File: src/rtl/tag_sched.sv
// Four-ingress tag scheduler: round-robin grant into a single output register,
// gated by per-output credit counters that track packets not yet transmitted.

module tag_sched_cnt #(
  parameter int CREDITS = 8
) (
  input  logic       clock,
  input  logic       reset,
  input  logic       inc,
  input  logic       dec,
  output logic [3:0] cnt,
  output logic       underflow
);

  // A done with nothing outstanding is reported and otherwise ignored.
  assign underflow = dec && (cnt == 4'd0) && !reset;

  always_ff @(posedge clock) begin
    if (reset)
      cnt <= '0;
    else if (inc && !dec)
      cnt <= cnt + 4'd1;
    else if (dec && !inc && cnt != 4'd0)
      cnt <= cnt - 4'd1;
  end

endmodule

module tag_sched #(
  parameter int CREDITS = 8
) (
  input  logic             clock,
  input  logic             reset,
  input  logic [3:0][11:0] req_data,
  input  logic [3:0]       req_valid,
  output logic [3:0]       req_ready,
  output logic [13:0]      tag_data,
  output logic             tag_valid,
  input  logic             tag_ready,
  input  logic [3:0]       done_eop,
  output logic [3:0][3:0]  outstanding,
  output logic             err_underflow
);

  localparam int NUM_LANES = 4;

  typedef struct packed {
    logic [1:0] oif;
    logic [9:0] tag;
  } req_t;

  req_t [NUM_LANES-1:0] req;
  logic [NUM_LANES-1:0] elig;
  logic [NUM_LANES-1:0] inc;
  logic [NUM_LANES-1:0] uf;
  logic [1:0]           rr_ptr;
  logic [1:0]           gnt_idx;
  logic                 gnt_vld;
  logic                 load;
  logic                 grant;

  genvar i;
  generate
    for (i = 0; i < NUM_LANES; i++) begin : g_lane
      assign req[i]  = req_t'(req_data[i]);
      assign elig[i] = req_valid[i] && (outstanding[req[i].oif] < 4'(CREDITS));
      assign inc[i]  = grant && (req[gnt_idx].oif == 2'(i));

      tag_sched_cnt #(.CREDITS(CREDITS)) u_cnt (
        .clock     (clock),
        .reset     (reset),
        .inc       (inc[i]),
        .dec       (done_eop[i]),
        .cnt       (outstanding[i]),
        .underflow (uf[i])
      );
    end
  endgenerate

  // Walk from the far end back toward rr_ptr so the nearest eligible wins.
  always_comb begin
    logic [1:0] idx;
    idx     = rr_ptr;
    gnt_vld = 1'b0;
    gnt_idx = rr_ptr;
    for (int k = NUM_LANES - 1; k >= 0; k--) begin
      idx = rr_ptr + 2'(k);
      if (elig[idx]) begin
        gnt_vld = 1'b1;
        gnt_idx = idx;
      end
    end
  end

  assign load      = !tag_valid || tag_ready;
  assign grant     = load && gnt_vld && !reset;
  assign req_ready = grant ? (4'b0001 << gnt_idx) : 4'b0000;

  always_ff @(posedge clock) begin
    if (reset) begin
      tag_valid <= 1'b0;
      tag_data  <= '0;
      rr_ptr    <= '0;
    end else begin
      if (load)
        tag_valid <= gnt_vld;
      if (grant) begin
        tag_data <= {req[gnt_idx].oif, gnt_idx, req[gnt_idx].tag};
        rr_ptr   <= gnt_idx + 2'd1;
      end
    end
  end

  always_ff @(posedge clock) begin
    if (reset)
      err_underflow <= 1'b0;
    else if (|uf)
      err_underflow <= 1'b1;
  end

endmodule

File: config.mk
export PLATFORM = sky130hd
export DESIGN_NAME = tag_sched
export DESIGN_NICKNAME = d
export VERILOG_FILES = /design/src/rtl/tag_sched.sv
export SDC_FILE = /design/constraint.sdc
export NUM_CORES = 1
export LEC_CHECK = 0
export ABC_AREA = 1
export BUFFER_PORTS_ARGS = -buffer_cell sky130_fd_sc_hd__buf_2
export CAP_MARGIN = 20
export CELL_PAD_IN_SITES_DETAIL_PLACEMENT = 1
export CELL_PAD_IN_SITES_GLOBAL_PLACEMENT = 1
export CORE_UTILIZATION = 35
export DETAILED_ROUTE_END_ITERATION = 8
export GPL_TIMING_DRIVEN = 0
export PLACE_DENSITY_LB_ADDON = 0.12
export SYNTH_ARGS = -nofsm -noshare
export SYNTH_HDL_FRONTEND = slang
export SYNTH_HIERARCHICAL = 1
export SYNTH_SLANG_ARGS = --single-unit
File: constraint.sdc
create_clock -name clock -period 3.15 [get_ports clock]
set_input_delay 0.1575 -clock clock [delete_from_list [all_inputs] [get_ports clock]]
set_output_delay 0.1575 -clock clock [all_outputs]
set_load 0.02 [all_outputs]
==> flow_summary.ini, run 1 <==
[critical_path]
critical-path-max-stage-delay_ns = 0.39
critical_path_peak_fanout = 8
critPathTopFamily = simple AND/OR/NAND/NOR gates
data_arrival_at_the_endpoint_of_the_critical_path_ns = 3.19
critical_path_depth = 26
worstPathRequired_ns = 3.35
crit_type = reg2reg
slowest_stage = dfxtp_4
worst_setup_path_start_kind = flop
cp_num_buf_inv = 2
critical_path.startpoint = g_lane[3].u_cnt/cnt[3]
timing.reg2reg.worst_path_depth = 26
crit_path_end_kind = flop
rr_startpoint = g_lane[3].u_cnt/cnt[3]
critPathMostFrequentCell = nand2_1

[placement]
hpwl_mm = 7.13
placedCellCount = 661
numPortBuffers = 94
routability_congestion = 0.778

[drt]
first_pass_iters = 4
wirelength_mm = 9.64
detail_route.vias_per_cell = 4.96
final_antenna_net_count = 0
drtIter0Drc = 44
wl_per_cell_um = 13.9
detail_route.drc_violations = 0
dr_vias = 3449

[clock_tree]
clk-insertion-delay-late_ns = 0.30
h-tree-depth = 2
clock_tree.root_cell = clkbuf_8
cts_sinks = 34
clk_path_buf_depth = 2
path_clk_slew_ns = 0.08
tritoncts_clock_tree = built
numCtsBuffers = 5

[flow_run]
drv.max_cap_violation_count = 0

[global_routing]
antenna_found_initial = 0
grt_max_degree = 18
grt_first_pass_wirelength_mm = 15.3
first_global_vias = 3366
groute.usage.overall_pct = 21.9
remaining_global_route_overflow = 0

[floorplan]
ports = 95
floorplan.die.height_um = 93.2
placement_rows = 32
horizontal_extent_of_the_die_um = 93.2
floorplan.initialDensity_pct = 36.9
design.core.area_um2 = 7890
fp.dieArea_um2 = 8690

[timing]
timing.final.crit_share_pct = 94.8
final-hold-violation-count = 0
maxClockFrequency_mhz = 335
hold_ws_ns = 0.177
report.final.setup_viol = 0
clock-skew-final_ns = 0.0102
drv_slew = 0
slew_headroom_pct = 66.8
tightestPinTransition_ns = 0.499
final_period_minus_worst_setup_slack_ns = 2.99

[yosys]
syn_avg_cell_area_um2 = 6.26
synth_sequential_area_ratio_pct = 23.4
yosys_register_bits = 34
synthesis.yosys.warnings = 6
synth_nets = 540
ys_types = 30
netlist_instances = 465
syn_area_um2 = 2910

[final_layout]
layout-drive-gt1-share_pct = 36.5
finalNetCount = 668
area_growth_pct = 39.2
post_layout_nonfiller_instances = 696
filler_cell_count_in_the_final_layout = 1076
antenna-diode-count = 0

[outcome]
status = completed

[power]
power.leakage_nw = 2.17
power.total_mw = 4.97
p_per_cell_area_nw_per_um2 = 1230
max-vdd-ir-drop_v = 0.000432

[worst_hold_path]
hold_path.startpoint = tag_ready
worst_hold_path_type = in2reg
instance_count_along_the_most_critical_hold_path = 4
==> timing repair <==
action                                  CTS  global route
hold buffers                              0             0
gates resized for setup                  19            31
endpoints found under the setup margin   12            11
buffers inserted                          3            24
pin swaps                                 3            12
==> synthesized netlist by cell type, drive strengths merged <==
library cell | instances | share of area [%]
nand3 | 83 | 15
dfxtp | 34 | 23
nor2 | 55 | 7.9
ha | 12 | 5.2
buf | 7 | 1.9
xnor2 | 4 | 1.2
nand2 | 170 | 26
inv | 50 | 6.4
a21oi | 11 | 1.9
nor3b | 7 | 1.8
or2 | 4 | 0.86
fa | 4 | 2.8
xor2 | 1 | 0.56
o21a | 1 | 0.26
nor3 | 4 | 0.69
or4 | 1 | 0.26
clkbuf | 2 | 0.26
o21ai | 9 | 1.7
a21boi | 4 | 1.0
clkinv | 2 | 0.26
==> registers in the layout, summed over array words and instances, names as in the netlist <==
register          flops
g_lane.u_cnt/cnt     16
tag_valid             1
rr_ptr                2
err_underflow         1
tag_data             14
==> layout make-up <==
cell class	instances	area, um2	share of cell area, %
Tap cell	102	128	3.15
Inverter	52	200	4.94
Timing Repair Buffer	121	673	16.6
Sequential cell	34	697	17.2
Clock buffer	8	110	2.72
Buffer	9	76.3	1.88
Multi-Input combinational cell	370	2170	53.5
==> metal layers <==
layer | track usage [%] | part of all wire (%)
met3 | 3.41 | 3.9
met2 | 40.4 | 51
met4 | 5.51 | 1.1
met5 | 0 | 0
met1 | 26.2 | 44
==> kinds of logic after synthesis <==
group           synth area share [%]
fa+ha+maj                       7.91
xor+xnor                        1.76
buf+inv                         8.85
flops                           23.4
compound gates                  4.86
simple gates                    53.2
==> where the power goes <==
| part | internal [mW] | switching, mW | total, mW |
|---|---|---|---|
| logic | 1.48 | 2.28 | 3.77 |
| clock network | 0.221 | 0.174 | 0.395 |
| registers | 0.622 | 0.187 | 0.809 |
| total | 2.33 | 2.64 | 4.97 |
==> worst register-to-register path, stage by stage (launching register included) <==
cell and delay, ns:
dfxtp_4 0.39, nand2_1 0.07, nand3_1 0.09, nand2_1 0.09, nand3_2 0.07, nand2_2 0.07, nand2_2 0.07, nand2_1 0.09
o21ai_2 0.18, nand2_1 0.09, nand2_2 0.11, nand2_4 0.09, buf_8 0.13, nand2_2 0.06, nand3_4 0.08, nand2_1 0.09
nand2_2 0.09, nor2_4 0.16, nand2_4 0.11, ha_4 0.29, nand2_1 0.07, nand2_1 0.09, nand2_1 0.05, nand3_1 0.06
nand3_1 0.08, nand2_1 0.09, inv_1 0.04
==> placed cells by master (no fill, tap or decap), types with 5 or more instances in the layout <==
master	n
a21oi_1	11
buf_2	95
buf_4	29
clkbuf_8	8
dfxtp_1	29
ha_1	5
ha_4	7
inv_1	41
inv_2	9
nand2_1	137
nand2_2	19
nand2_4	14
nand3_1	72
nand3_2	8
nor2_1	42
nor2_2	9
nor3b_1	7
o21ai_1	5
==> metrics by stage <==
stage / setup WS (ns) / util (%) / instance area (um2) / setup TNS [ns]
finish: 0.165 / 51.4 / 4050 / 0
CTS: 0.00816 / 46.8 / 3690 / 0
floorplan: 0.180 / - / 2910 / 0
global route: -0.0595 / 51.4 / 4050 / -0.0772
global placement: -0.257 / 44.5 / 3510 / -1.27
detailed placement: -0.409 / 44.5 / 3510 / -3.17
==> path summary, 6_finish.rpt <==
check	slack, ns	end
setup / recovery	0.16	g_lane[3].u_cnt/cnt[3]
hold / removal	0.18	tag_valid
setup reg to reg	0.16	g_lane[3].u_cnt/cnt[3]
hold reg to reg	0.48	tag_data[4]
Power figures use the tool's default switching activity.
==> run 2: changes to the inputs <==
PLACE_DENSITY_LB_ADDON = 0.05   (was 0.12)
==> run 2 against run 1 <==
  * Critical path type unchanged
  * Largest cell class unchanged
  * Clock skew about the same
  * Hold slack improved by 0.012 ns
  * Sequential share of layout area about the same
  * Sequential cell count unchanged
  * Count of clock-buffer cells in the layout decreased by 1
  * Non-clock buffer count decreased by 1
  * Final area decreased by 0.15%
  * Combinational power increased by 3%
  * Critical path depth decreased by 2
==> flow_summary.ini, run 2 (synthesis results as in run 1) <==
[outcome]
status = completed

[floorplan]
floorplan.initialDensity_pct = 36.9
floorplan.die.height_um = 93.2
design.core.area_um2 = 7890
ports = 95
placement_rows = 32
horizontal_extent_of_the_die_um = 93.2
fp.dieArea_um2 = 8690

[clock_tree]
cts_sinks = 34
clk_path_buf_depth = 2
clock_tree.root_cell = clkbuf_8
tritoncts_clock_tree = built
numCtsBuffers = 5
clk-insertion-delay-late_ns = 0.29
h-tree-depth = 2
path_clk_slew_ns = 0.07

[power]
power.total_mw = 5.02
switching_power_mw = 2.69
p_per_cell_area_nw_per_um2 = 1240
share_comb_of_total_power_pct = 77.1
max-vdd-ir-drop_v = 0.000461
power.share.switching_pct = 53.5
internal_power_mw = 2.34
p_clk_share_pct = 6.9
power.leakage_nw = 2.18
power.sequential.fraction_pct = 16.0

[final_layout]
multi_input_area_um2 = 2190
top_regs = g_lane.u_cnt/cnt: 16 flops, tag_data: 14 flops, rr_ptr: 2 flops
regMostFlops = g_lane.u_cnt/cnt
final-seq-area_um2 = 697
layout.cells.most_common_list = nand2_1 (134), buf_2 (95), nand3_1 (70), nor2_1 (42), inv_1 (41)
flip_flop_count_of_the_largest_register_after_layout = 16
area_growth_pct = 39.0
finalNetCount = 667
final_common_cell = nand2_1
fin_area_um2 = 4050
antenna-diode-count = 0
filler_cell_count_in_the_final_layout = 1090
layout-drive-gt1-share_pct = 37.4

[critical_path]
crit_type = reg2reg
data_arrival_at_the_endpoint_of_the_critical_path_ns = 3.24
slowest_stage = dfxtp_4
rr_startpoint = g_lane[0].u_cnt/cnt[3]
crit_path_cell_trace = nand2_1 > nand3_1 > nand2_1 > nand3_2 > nand2_2 > nand2_1 > nand2_2 > inv_2 > o21ai_2 > nand3_2 > buf_6 > nand3_1 > nand3_2 > nand2_2 > nand2_4 > nor2_4 > nand2_4 > ha_4 > or2_1 > nand2_1 > nand3_1 > nand3_1 > nand2_1 > inv_1
cp_num_buf_inv = 3
critical_path_peak_fanout = 10
critical_path.startpoint = g_lane[0].u_cnt/cnt[3]
worst_setup_path_start_kind = flop
critical-path-max-stage-delay_ns = 0.37
worstPathRequired_ns = 3.38
setup.worst_path.end = g_lane[2].u_cnt/cnt[3]
critPathMostFrequentCell = nand2_1
worst_r2r_setup_slack_ns = 0.13
regToRegEndpoint = g_lane[2].u_cnt/cnt[3]
critPathTopFamily = simple AND/OR/NAND/NOR gates
timing.reg2reg.worst_path_depth = 24
critical_path_depth = 24
crit_path_end_kind = flop

[timing]
clock-skew-final_ns = 0.0106
setup_tns_ns = 0
maxClockFrequency_mhz = 332
final-hold-violation-count = 0
hold_ws_ns = 0.189
slew_headroom_pct = 68.5
drv_slew = 0
final_period_minus_worst_setup_slack_ns = 3.02
report.final.setup_viol = 0
tightestPinTransition_ns = 0.472
timing.final.crit_share_pct = 95.7

[global_routing]
grt_first_pass_wirelength_mm = 15.4
groute.usage.overall_pct = 22.0
remaining_global_route_overflow = 0
first_global_vias = 3272
grt_max_degree = 18
antenna_found_initial = 0

[placement]
place_area_um2 = 3510
numPortBuffers = 94
routability_congestion = 0.770
hpwl_mm = 7.13

[worst_hold_path]
worst_hold_path_type = in2reg

[drt]
wirelength_mm = 9.65
dr_vias = 3391
first_pass_iters = 4
detail_route.vias_per_cell = 4.88
wl_per_cell_um = 13.9
final_antenna_net_count = 0
detail_route.drc_violations = 0
drtIter0Drc = 83

[flow_run]
drv.max_cap_violation_count = 0
-- run 2: cell count changes in the layout (fill, tap and decap cells not counted), moves of 2 or more --
cell      delta
nand3_2      +2
nand2_2      +2
nand2_1      -3
clkbuf_8     -2
nand3_1      -2
inv_4        +2
-- run 2: power by group through the flow --
| stage | logic (mW) | registers, mW | clock network (mW) |
|---|---|---|---|
| floorplan | 2.18 | 0.958 | 0 |
| global placement | 3.06 | 0.799 | 0 |
| detailed placement | 3.17 | 0.804 | 0 |
| CTS | 3.29 | 0.808 | 0.355 |
| global route | 4.33 | 0.828 | 0.373 |
| finish | 3.88 | 0.805 | 0.344 |
-- run 2: worst min-delay path by stage --
| stage | depth (start not counted) | start | endpoint |
|---|---|---|---|
| 5_1_grt | 4 | tag_ready | tag_valid |
| 3_5_place_dp | 2 | tag_data[10] | tag_data[10] |
| 2_1_floorplan | 1 | reset | g_lane[0].u_cnt/cnt[1] |
| 6_report | 4 | tag_ready | tag_valid |
| 3_3_place_gp | 2 | tag_data[10] | tag_data[10] |
| 4_1_cts | 4 | tag_ready | tag_valid |
-- run 2: metrics by stage --
step | utilization, % | setup WS, ns | cells
floorplan | - | 0.180 | 465
global placement | 44.5 | -0.302 | 661
detailed placement | 44.5 | -0.407 | 661
global route | 51.3 | -0.0689 | 695
finish | 51.3 | 0.135 | 695
CTS | 46.6 | 0.00200 | 669
-- run 2: cell type report --
| class | count | share of cell area (%) |
|---|---|---|
| multi-input cells | 370 | 54.2 |
| well taps | 102 | 3.15 |
| clock inverters | 1 | 0.124 |
| flip-flops and latches | 34 | 17.2 |
| repair buffers | 120 | 16.4 |
| plain buffers | 9 | 1.79 |
| clock buffers | 7 | 2.13 |
| inverters | 52 | 4.95 |
-- run 2: repair_timing --
| item | 4_1_cts | 5_1_grt |
|---|---|---|
| setup endpoints to repair | 12 | 12 |
| gates resized for setup | 20 | 38 |
| hold buffers | 0 | 0 |
| pin swaps | 0 | 15 |
| buffers inserted | 0 | 26 |
-- run 2: metal layers --
metal,GRT usage (%),vias to the layer above,share of wire [%]
met5,0,-,0
met4,4.10,0,0.65
met3,2.60,8,3.6
met2,39.5,76,50
met1,28.2,1576,46
li1,-,1731,-
-- run 2: worst register-to-register path: stages (launching register included) --
cell and delay, ns:
dfxtp_4 0.37, nand2_1 0.08, nand3_1 0.07, nand2_1 0.13, nand3_2 0.09, nand2_2 0.11
nand2_1 0.08, nand2_2 0.10, inv_2 0.04, o21ai_2 0.07, nand3_2 0.14, buf_6 0.17
nand3_1 0.10, nand3_2 0.13, nand2_2 0.12, nand2_4 0.07, nor2_4 0.18, nand2_4 0.13
ha_4 0.28, or2_1 0.20, nand2_1 0.07, nand3_1 0.06, nand3_1 0.07, nand2_1 0.05
inv_1 0.04
